[src/rtl/gray2bcd_deser.sv]
// gray2bcd_deser
//
// Receives a frame of DIGITS Gray-coded digits bit-serially, MSB first.
// Each 4-bit Gray digit is converted to binary as its bits arrive, and the
// decoded digits are packed into a BCD word. Any digit that decodes to
// 10..15 sets err for that frame.
//
// Ports
//   clk        rising-edge clock
//   rst        synchronous active-high reset
//   start      frame start pulse; accepted in any state (aborts a frame in RECV)
//   bit_in     serial Gray bit, MSB of the most-significant digit first
//   bit_valid  qualifies bit_in; one bit per cycle is taken while in RECV
//   busy       high while a frame is being received
//   bcd_out    packed result; first received digit in the MSBs
//   out_valid  one-cycle pulse when bcd_out/err hold a new result
//   err        last completed frame contained a digit above 9
module gray2bcd_deser #(
  parameter int DIGITS = 2
) (
  input  logic                  clk,
  input  logic                  rst,
  input  logic                  start,
  input  logic                  bit_in,
  input  logic                  bit_valid,
  output logic                  busy,
  output logic [4*DIGITS-1:0]   bcd_out,
  output logic                  out_valid,
  output logic                  err
);

  localparam int NBITS = DIGITS * 4;
  localparam int CNT_W = $clog2(NBITS + 1);
  localparam logic [CNT_W-1:0] LAST_BIT = CNT_W'(NBITS - 1);

  typedef enum logic [1:0] {
    IDLE = 2'd0,
    RECV = 2'd1,
    DONE = 2'd2
  } state_t;

  // A digit is outside the BCD range when it decodes to 10..15.
  function automatic logic is_non_bcd(input logic [3:0] v);
    return (v > 4'd9);
  endfunction

  state_t                state_q, state_d;
  logic [CNT_W-1:0]      cnt_q, cnt_d;
  logic                  x_q, x_d;
  // Only the first three decoded bits of a digit need storing; the fourth
  // is used directly when the digit completes.
  logic [2:0]            work_q, work_d;
  logic [4*DIGITS-1:0]   res_q, res_d;
  logic                  sticky_q, sticky_d;
  logic [4*DIGITS-1:0]   bcd_q, bcd_d;
  logic                  err_q, err_d;
  logic                  busy_q, busy_d;
  logic                  out_valid_q, out_valid_d;

  logic                  x_eff;
  logic                  b;
  logic [3:0]            v;
  logic [4*DIGITS+3:0]   res_ext;

  always_comb begin
    state_d     = state_q;
    cnt_d       = cnt_q;
    x_d         = x_q;
    work_d      = work_q;
    res_d       = res_q;
    sticky_d    = sticky_q;
    bcd_d       = bcd_q;
    err_d       = err_q;
    busy_d      = 1'b0;
    out_valid_d = 1'b0;
    x_eff       = 1'b0;
    b           = 1'b0;
    v           = 4'd0;
    res_ext     = '0;

    if (start) begin
      // Start wins in every state: begin (or restart) a frame from bit 0.
      // bcd_out/err keep the previous result until the next DONE.
      state_d  = RECV;
      cnt_d    = '0;
      x_d      = 1'b0;
      work_d   = '0;
      res_d    = '0;
      sticky_d = 1'b0;
      busy_d   = 1'b1;
    end else begin
      case (state_q)
        IDLE: begin
          state_d = IDLE;
        end

        RECV: begin
          busy_d = 1'b1;
          if (bit_valid) begin
            // Gray-to-binary: each binary bit is the XOR of all Gray bits
            // above it within the digit, so the running XOR restarts per digit.
            x_eff  = (cnt_q[1:0] == 2'd0) ? 1'b0 : x_q;
            b      = x_eff ^ bit_in;
            x_d    = b;
            work_d = {work_q[1:0], b};
            cnt_d  = cnt_q + CNT_W'(1);

            if (cnt_q[1:0] == 2'd3) begin
              v        = {work_q, b};
              res_ext  = {res_q, v};
              res_d    = res_ext[4*DIGITS-1:0];
              sticky_d = sticky_q | is_non_bcd(v);
              x_d      = 1'b0;

              if (cnt_q == LAST_BIT) begin
                state_d     = DONE;
                busy_d      = 1'b0;
                out_valid_d = 1'b1;
                bcd_d       = res_d;
                err_d       = sticky_d;
              end
            end
          end
        end

        DONE: begin
          state_d = IDLE;
        end

        default: begin
          state_d = IDLE;
        end
      endcase
    end
  end

  always_ff @(posedge clk) begin
    if (rst) begin
      state_q     <= IDLE;
      cnt_q       <= '0;
      x_q         <= 1'b0;
      work_q      <= '0;
      res_q       <= '0;
      sticky_q    <= 1'b0;
      bcd_q       <= '0;
      err_q       <= 1'b0;
      busy_q      <= 1'b0;
      out_valid_q <= 1'b0;
    end else begin
      state_q     <= state_d;
      cnt_q       <= cnt_d;
      x_q         <= x_d;
      work_q      <= work_d;
      res_q       <= res_d;
      sticky_q    <= sticky_d;
      bcd_q       <= bcd_d;
      err_q       <= err_d;
      busy_q      <= busy_d;
      out_valid_q <= out_valid_d;
    end
  end

  assign busy      = busy_q;
  assign bcd_out   = bcd_q;
  assign out_valid = out_valid_q;
  assign err       = err_q;

endmodule

[config.mk]
export PLATFORM = sky130hd
export DESIGN_NAME = gray2bcd_deser
export DESIGN_NICKNAME = d
export VERILOG_FILES = /design/src/rtl/gray2bcd_deser.sv
export SDC_FILE = /design/constraint.sdc
export NUM_CORES = 1
export LEC_CHECK = 0
export BUFFER_PORTS_ARGS = -buffer_cell sky130_fd_sc_hd__buf_2
export CORE_ASPECT_RATIO = 0.75
export CORE_MARGIN = 8
export CORE_UTILIZATION = 40
export DETAILED_ROUTE_END_ITERATION = 7
export PLACE_DENSITY_LB_ADDON = 0.2
export SYNTH_ARGS = -nofsm -noshare
export SYNTH_HDL_FRONTEND = slang
export SYNTH_SLANG_ARGS = --single-unit
[constraint.sdc]
create_clock -name clk -period 1.7 [get_ports clk]
set_input_delay 0.34 -clock clk [delete_from_list [all_inputs] [get_ports clk]]
set_output_delay 0.34 -clock clk [all_outputs]
set_load 0.005 [all_outputs]
==> results of run 1 <==
sequential cells by signal, indices dropped and copies added (netlist names):
register	flops
sticky_q	1
res_q	4
bcd_out	8
work_q	3
state_q	2
out_valid	1
busy	1
err	1
cnt_q	4
x_q	1
cell usage after synthesis, drive strengths merged:
library cell | instances | share of area, %
inv | 3 | 1.1
and2 | 1 | 0.89
nand3 | 4 | 2.0
a21oi | 18 | 9.1
nor2 | 8 | 3.3
o21a | 1 | 0.76
a211oi | 5 | 4.3
and4bb | 1 | 1.6
a311oi | 1 | 0.89
and3b | 1 | 0.89
nand4 | 1 | 0.63
xor2 | 2 | 1.8
clkbuf | 2 | 0.76
xnor2 | 1 | 0.89
or3 | 1 | 0.63
nand2 | 28 | 11
ha | 2 | 2.5
or2 | 1 | 0.63
nor3 | 1 | 0.51
buf | 4 | 2.9
dfxtp | 26 | 53
nor2b | 1 | 0.63
path summary, 6_finish.rpt:
kind / from / to / slack (ns) / cells after the start
worst max-delay path: cnt_q[0] / x_q / 0.24 / 6
worst min-delay path: bit_valid / busy / 0.23 / 2
worst max register to register: cnt_q[0] / x_q / 0.24 / 6
worst min register to register: bcd_out[2] / bcd_out[2] / 0.46 / 2
per-layer routing:
metal	vias up	share of wire (%)	global-route usage, %
met4	0	0.69	1.70
met1	377	49	11.7
met2	14	44	16.3
met5	-	0	0
li1	409	-	-
met3	2	6.5	4.39
cell type report:
type                            count  area (um2)
Inverter                            3        11.3
Multi-Input combinational cell     78         422
Sequential cell                    26         520
Tap cell                           34        42.5
Clock buffer                        3        22.5
Timing Repair Buffer               18        97.6
Fill cell                         235        1180
Clock inverter                      1        30.0
power by group:
part | internal [mW] | switching [mW] | leakage (nW)
Combinational | 0.0147 | 0.0272 | 0.184
Sequential | 0.615 | 0.00370 | 0.210
Clock | 0.239 | 0.180 | 0.0279
cells by family (layout without fill, tap and decap cells):
kind of cell	Yosys count	after routing
and+or+nand+nor	48	48
DFF	26	26
AOI/OAI and AO/OA	25	25
buffers and inverters	9	25
xor gates and xnor gates	3	3
adders and majority gates	2	2
stage by stage:
stage          worst slack [ns]  cell area [um2]  instances
6_report                  0.241             1150        163
5_1_grt                   0.110             1150        163
4_1_cts                   0.234             1150        163
3_5_place_dp              0.244             1090        159
3_3_place_gp              0.293             1090        159
2_1_floorplan             0.296              990        113
==> metrics.md, run 1 <==
| Metric | Value |
|---|---|
| RSZ-0062 raised after global routing | no |
| Main combinational cell family by area after synthesis | simple AND/OR/NAND/NOR gates |
| Clock-pin slew on the worst setup and hold paths | 0.14 ns |
| Area fraction in compound gates after synthesis | 15.0% |
| WP data arrival | 1.73 ns |
| Minimum clock period | 1.46 ns |
| CTS tree | done |
| Drt wl/cell | 12.4 um |
| Core Rows | 15 |
| Vias in the first global route | 723 |
| CP Class | flop to flop |
| Final Hold Viols | 0 |
| CTS Hold Bufs | 0 |
| Syn Inst Count | 113 |
| Yosys synthesis warning count | 0 |
| Post_cts resized | 0 |
| Share of cells above drive strength 1 | 20.9% |
| Core Util, Final | 49.2% |
| P&R area growth vs syn | 15.8% |
| Period utilization | 85.8% |
| IO Count | 16 |
| Max Slew Vio Count | 0 |
| Post-synthesis mux area share | 0% |
| Global-route wire length before repair | 3.38 mm |
| Die Span X | 73.4 um |
| Post-Synth Simple-Gate Area | 22.4% |
| Min-delay worst type | input port to flop |
| Skew final | 0.0122 ns |
| Critical path buffer and inverter count | 1 |
| Post-CTS Repair Setup Buffers | 0 |
| XOR/XNOR Fraction of Synth Area | 2.65% |
| Worst rel slew slack | 76.7% |
| Crit Path Max Fanout | 4 |
| Num CTS Buffers | 3 |
| Worst path slowest cell | dfxtp_1 |
| Peak supply drop | 0.000742 V |
| Total length of routed wires | 2.03 mm |
| Via count | 802 |
| Leak | 0.422 nW |
| Commonest non-fill, non-tap cells in the layout | nand2_1, dfxtp_1, a21oi_1 |
| GRT overflow | 0 |
| TNS Setup | 0 ns |
| Slew @ Worst Pin | 0.347 ns |
| Worst path top cell family by delay | simple AND/OR/NAND/NOR gates |
| Layout net count | 137 |
| Hold Slack | 0.227 ns |
| Ant diodes | 0 |
| Power, Total | 1.08 mW |
| Tot GR Track Use | 9.89% |
| Max-Cap Viols | 0 |
| Mapped cell area | 990 um2 |
| Yosys cell types | 26 |
| Core Area | 2330 um2 |
| Status | completed |
| PD cells | 941 nW/um2 |
| DR iter-0 viols | 25 |
| CP startpoint kind | flop |
| Required time of the critical path | 1.97 ns |
| Syn Nets | 120 |
| Mapped Avg Cell Area | 8.76 um2 |
| DRC viols | 0 |
| RePlAce Congestion | 0.767 |
| CTS sink count | 26 |
| H-tree Lvls | 1 |
| Crit-path cells | inv_1, ha_1, nor2b_1, xnor2_1, or3_1, a21oi_1 |
| Fmax | 0.685 GHz |
| Initial Util | 42.5% |
| Most common cell after layout, fill and taps aside | nand2_1 |
| Clock Tree Buf Depth | 2 |
| Adder-cell share of the synthesized area | 2.53% |
| Die ar. | 4340 um2 |
| DP HPWL | 1.52 mm |
| #FFs+latches synth | 26 |
| Sequential area share after synthesis | 52.6% |
| Pre-antenna DRT Iters | 5 |
| Pin count of the biggest net entering global routing | 16 |
| Final setup fails | 0 |
| Endpoint type of the worst setup path | flop |
| Skew-Pair Late Insertion Delay | 0.32 ns |
| Initial antenna violation count | 0 |
| Die Ht | 59.1 um |
| PortBufs | 15 |
| CTS root buffer | clkbuf_4 |
| Max stage delay on crit path | 0.40 ns |
| Post-DRT Antenna Nets | 0 |
| Average via count per standard cell | 4.92 |
Note: power is estimated with default switching activity, not from simulation.
==> run 2: changes to the inputs <==
--- a/config.mk
+++ b/config.mk
@@ -7,7 +7,6 @@
 export LEC_CHECK = 0
 export BUFFER_PORTS_ARGS = -buffer_cell sky130_fd_sc_hd__buf_2
 export CORE_ASPECT_RATIO = 0.75
-export CORE_MARGIN = 8
 export CORE_UTILIZATION = 40
 export DETAILED_ROUTE_END_ITERATION = 7
 export PLACE_DENSITY_LB_ADDON = 0.2
==> run 2 against run 1 <==
  * Design area fell by 1.4%
  * Setup slack got worse by 0.032 ns
  * First-iteration DRC count is 36% lower
  * Largest cell class unchanged
  * Critical path type unchanged
  * Critical endpoint unchanged
  * Largest power group unchanged
==> metrics.md, run 2 (same netlist as run 1, synthesis figures left out) <==
| Metric | Value |
|---|---|
| Period utilization | 87.7% (+1.9 points) |
| Worst path top cell family by delay | simple AND/OR/NAND/NOR gates |
| Core Area | 2330 um2 (unchanged) |
| Via count | 796 (-0.75%) |
| Vias in the first global route | 720 (-0.41%) |
| Skew-Pair Late Insertion Delay | 0.32 ns (about the same) |
| Core Rows | 15 (unchanged) |
| IO Count | 16 (unchanged) |
| Slew @ Worst Pin | 0.357 ns (+0.0103 ns) |
| P&R area growth vs syn | 14.2% |
| CP Class | flop to flop |
| Required time of the critical path | 1.96 ns (about the same) |
| GRT overflow | 0 (unchanged) |
| Placed insts | 159 (unchanged) |
| Crit Path Max Fanout | 4 (unchanged) |
| CTS root buffer | clkbuf_4 |
| Worst rel slew slack | 76.0% (-0.69 points) |
| CTS tree | done |
| Max Slew Vio Count | 0 (unchanged) |
| Tot GR Track Use | 15.4% (+5.6 points) |
| Leak | 0.415 nW (-1.6%) |
| PD cells | 857 nW/um2 (-8.9%) |
| RePlAce Congestion | 0.743 (-3.1%) |
| Pin count of the biggest net entering global routing | 15 (-1) |
| Total length of routed wires | 1.81 mm (-11%) |
| DP HPWL | 1.33 mm (-12%) |
| Critical path buffer and inverter count | 1 (unchanged) |
| CTS sink count | 26 (unchanged) |
| Clock-pin slew on the worst setup and hold paths | 0.14 ns (about the same) |
| Drt wl/cell | 11.1 um (-11%) |
| Post-CTS Repair Setup Buffers | 0 (unchanged) |
| Skew final | 0.00774 ns (-0.00445 ns) |
| Share of cells above drive strength 1 | 20.9% (unchanged) |
| Peak supply drop | 0.000628 V (-15%) |
| Reg-to-reg critical path startpoint | cnt_q[0] |
| Worst path slowest cell | dfxtp_1 |
| Final setup fails | 0 (unchanged) |
| Die Ht | 45.1 um (-24%) |
| Max stage delay on crit path | 0.41 ns (about the same) |
| CP startpoint kind | flop |
| Layout net count | 137 (unchanged) |
| Global-route wire length before repair | 3.05 mm (-9.8%) |
| Endpoint type of the worst setup path | flop |
| Final Hold Viols | 0 (unchanged) |
| Non-Filler Instances | 163 (unchanged) |
| PortBufs | 15 (unchanged) |
| WP data arrival | 1.75 ns (+0.02 ns) |
| Status | completed |
| Min-delay worst type | input port to flop |
| Max-Cap Viols | 0 (unchanged) |
| H-tree Lvls | 1 (unchanged) |
| Die ar. | 2680 um2 (-38%) |
| Initial Util | 42.5% (unchanged) |
| Max reg flops | 8 (unchanged) |
| Commonest non-fill, non-tap cells in the layout | nand2_1, dfxtp_1, a21oi_1 |
| Initial antenna violation count | 0 (unchanged) |
| Average via count per standard cell | 4.88 (-0.75%) |
| Num CTS Buffers | 3 (unchanged) |
| Pre-antenna DRT Iters | 4 (-1) |
| Fmax | 0.671 GHz (-2.2%) |
| Post_cts resized | 0 (unchanged) |
| TNS Setup | 0 ns (unchanged) |
| Hold Crit Start | bit_valid |
| Hold Slack | 0.230 ns (+0.00305 ns) |
| CTS Hold Bufs | 0 (unchanged) |
| Clock Tree Buf Depth | 2 (unchanged) |
| RSZ-0062 raised after global routing | no |
| DRC viols | 0 (unchanged) |
| Die Span X | 59.4 um (-19%) |
| Minimum clock period | 1.49 ns (+0.0321 ns) |
| Ant diodes | 0 (unchanged) |
| # fillers | 251 (+6.8%) |
| Post-DRT Antenna Nets | 0 (unchanged) |
| Crit-path cells | inv_1, ha_1, nor2b_1, xnor2_1, or3_1, a21oi_1 |
| Most common cell after layout, fill and taps aside | nand2_1 |
| Crit path from | cnt_q[0] |
| DR iter-0 viols | 16 (-36%) |
run 2: changes by cell type in the layout (fill, tap and decap cells not counted):
cell / delta
clkbuf_8: +1
bufinv_16: -1
run 2: metrics by stage:
step	utilization [%]	worst slack [ns]	cell area, um2	power [mW]
2_1_floorplan	-	0.296	990	0.656
3_3_place_gp	47.0	0.318	1090	0.672
3_5_place_dp	47.0	0.216	1090	0.673
4_1_cts	48.5	0.199	1130	0.980
5_1_grt	48.5	0.0946	1130	1.02
6_report	48.5	0.209	1130	0.969
run 2: layout make-up:
| cell class | count | area (um2) | share of cell area [%] |
|---|---|---|---|
| Sequential cell | 26 | 520 | 46.1 |
| Multi-Input combinational cell | 78 | 422 | 37.3 |
| Timing Repair Buffer | 18 | 97.6 | 8.64 |
| Tap cell | 34 | 42.5 | 3.77 |
| Clock buffer | 4 | 36.3 | 3.21 |
| Inverter | 3 | 11.3 | 0.997 |
run 2: final timing paths:
| check | slack (ns) | to | cells after the start |
|---|---|---|---|
| worst max register to register | 0.21 | x_q | 6 |
| worst min-delay path | 0.23 | busy | 2 |
| worst min register to register | 0.46 | bcd_out[1] | 2 |
| worst max-delay path | 0.21 | x_q | 6 |
run 2: metal layers:
metal,GRT usage [%],routed length (um),vias up
met5,0,0,-
met4,3.33,9,0
met3,5.16,80,2
met2,24.7,808,19
met1,20.4,907,367
li1,-,-,408
run 2: where the power goes:
group	switching, mW	total (mW)	internal, mW
Sequential	0.00357	0.618	0.615
Combinational	0.0265	0.0411	0.0147
Clock	0.178	0.309	0.131
run 2: worst reg2reg max path, cell delays in order (launching register included):
cell	delay [ns]
dfxtp_1	0.41
inv_1	0.08
ha_1	0.20
nor2b_1	0.14
xnor2_1	0.14
or3_1	0.33
a21oi_1	0.15
==> run 3: changes to the inputs <==
==> constraint.sdc (replaced) <==
create_clock -name clk -period 1.48 [get_ports clk]
set_input_delay 0.296 -clock clk [delete_from_list [all_inputs] [get_ports clk]]
set_output_delay 0.296 -clock clk [all_outputs]
set_load 0.005 [all_outputs]
==> run 3 against run 2 <==
  * Core utilization is 0.16 points higher
  * Sequential power rose by 15%
  * Global-route usage is 0.49 points higher
  * Sequential share of layout area rose by 0.068 points
  * Wire length grew 2.6%
  * Register-to-register slack got worse by 0.07 ns
  * Non-clock buffer count is 2 higher
  * Largest cell class unchanged
==> metrics.md, run 3 (same netlist as run 1, synthesis figures left out) <==
| Metric | Value |
|---|---|
| Status | completed |
| Share of cells above drive strength 1 | 23.1% (+2.1 points) |
| Power, Total | 1.06 mW (+9.7%) |
| Hold Slack | 0.192 ns (-0.0387 ns) |
| Final setup fails | 0 (unchanged) |
| DR iter-0 viols | 10 (-6) |
| CP Class | flop to flop |
| Max Slew Vio Count | 0 (unchanged) |
| Via count | 784 (-1.5%) |
| Initial antenna violation count | 0 (unchanged) |
| Drt wl/cell | 11.3 um (+2.0%) |
| Skew-Pair Late Insertion Delay | 0.32 ns (about the same) |
| Average via count per standard cell | 4.78 (-2.1%) |
| Commonest non-fill, non-tap cells in the layout | nand2_1, dfxtp_1, a21oi_1 |
| Pin count of the biggest net entering global routing | 14 (-1) |
| Die Span X | 59.4 um (unchanged) |
| Clock Tree Buf Depth | 2 (unchanged) |
| PortBufs | 15 (unchanged) |
| H-tree Lvls | 1 (unchanged) |
| Core Rows | 15 (unchanged) |
| Cell count along the critical path | 6 (unchanged) |
| Hold EP | state_q[0] |
| Dpl cell area | 1110 um2 (+1.4%) |
| CTS root buffer | clkbuf_4 |
| Final Hold Viols | 0 (unchanged) |
| Final worst setup slack | 0.139 ns (-0.0703 ns) |
| GRT overflow | 0 (unchanged) |
| Crit-path cells | inv_1, ha_1, nor2b_1, xnor2_1, or3_1, a21oi_1 |
| Ant diodes | 0 (unchanged) |
| RePlAce Congestion | 0.724 (-2.7%) |
| Endpoint type of the worst setup path | flop |
| Worst path slowest cell | dfxtp_2 |
| P&R area growth vs syn | 14.5% |
| Post-Layout Inst Area | 1130 um2 (+0.33%) |
| Initial Util | 42.5% (unchanged) |
| Pre-antenna DRT Iters | 4 (unchanged) |
| Max stage delay on crit path | 0.38 ns (-0.03 ns) |
| Non-Filler Instances | 164 (+0.61%) |
| Flop2flop setup slack | 0.14 ns (-0.07 ns) |
| Post-CTS Repair Setup Buffers | 0 (unchanged) |
| Max-Cap Viols | 0 (unchanged) |
| Register area | 523 um2 (+0.48%) |
| Worst flop-to-flop path endpoint | x_q |
| Layout net count | 139 (+1.5%) |
| # fillers | 264 (+5.2%) |
| Reg-to-reg critical path startpoint | cnt_q[0] |
| Peak supply drop | 0.000476 V (-24%) |
| Tot GR Track Use | 15.9% (+0.49 points) |
| Total length of routed wires | 1.85 mm (+2.6%) |
| Hold Crit Start | bit_valid |
| Hold depth | 2 (unchanged) |
| CTS sink count | 26 (unchanged) |
| Leak | 0.419 nW (+0.82%) |
| Fmax | 0.746 GHz (+11%) |
| Required time of the critical path | 1.75 ns (-0.21 ns) |
| Post-DRT Antenna Nets | 0 (unchanged) |
| Skew final | 0.00481 ns (-0.00292 ns) |
| Post_cts resized | 0 (unchanged) |
| Core Util, Final | 48.7% (+0.16 points) |
| TNS Setup | 0 ns (unchanged) |
| CTS tree | done |
| Die ar. | 2680 um2 (unchanged) |
| Reg2reg path depth | 6 (unchanged) |
| Vias in the first global route | 659 (-8.5%) |
| Period utilization | 90.6% (+2.9 points) |
| Crit Path Max Fanout | 4 (unchanged) |
| Worst rel slew slack | 79.7% (+3.7 points) |
| Dpl ws | 0.104 ns (-0.111 ns) |
| WP data arrival | 1.61 ns (-0.14 ns) |
| Die Ht | 45.1 um (unchanged) |
| IO Count | 16 (unchanged) |
| Worst path top cell family by delay | simple AND/OR/NAND/NOR gates |
| Max reg flops | 8 (unchanged) |
| Global-route wire length before repair | 3.07 mm (+0.69%) |
| PD cells | 937 nW/um2 (+9.4%) |
| Core Area | 2330 um2 (unchanged) |
| Slew @ Worst Pin | 0.304 ns (-0.0538 ns) |
| Multi-input gate area | 422 um2 (unchanged) |
| DP HPWL | 1.37 mm (+2.8%) |
| Minimum clock period | 1.34 ns (-0.150 ns) |
| Min-delay worst type | input port to flop |
| Most common cell after layout, fill and taps aside | nand2_1 |
| Critical path buffer and inverter count | 1 (unchanged) |
| Placed insts | 161 (+1.3%) |
| Num CTS Buffers | 3 (unchanged) |
| Clock-pin slew on the worst setup and hold paths | 0.14 ns (about the same) |
| CTS Hold Bufs | 0 (unchanged) |
| CP startpoint kind | flop |
| DRC viols | 0 (unchanged) |
run 3: worst max path at each step:
stage                      end     start  slack, ns
finish                     x_q  cnt_q[0]       0.14
global route               x_q  cnt_q[0]    -0.0002
floorplan           bcd_out[0]  cnt_q[0]       0.08
detailed placement         x_q  cnt_q[0]       0.10
CTS                        x_q  cnt_q[0]       0.08
global placement           x_q  cnt_q[0]       0.13
run 3: worst reg2reg max path: stages, from the launching register on:
cell and delay [ns]:
dfxtp_2 0.38, inv_1 0.06, ha_1 0.19, nor2b_1 0.14, xnor2_1 0.09, or3_1 0.30
a21oi_1 0.14
run 3: layer usage:
layer | vias up | global-route usage [%] | wire length [um]
li1 | 409 | - | -
met1 | 361 | 22.5 | 964
met2 | 12 | 22.7 | 786
met3 | 2 | 6.02 | 88
met4 | 0 | 4.29 | 12
met5 | - | 0 | 0
run 3: power breakdown:
group	switching [mW]	internal [mW]
clock network	0.206	0.0955
registers	0.00441	0.706
logic	0.0309	0.0203
total	0.241	0.822
run 3: area by class of cell:
class	instances	share of cell area [%]
clock buffer	3	1.99
inverter	3	0.993
multi-input combinational	78	37.2
sequential	26	46.1
tap	34	3.75
timing repair buffer	20	9.93
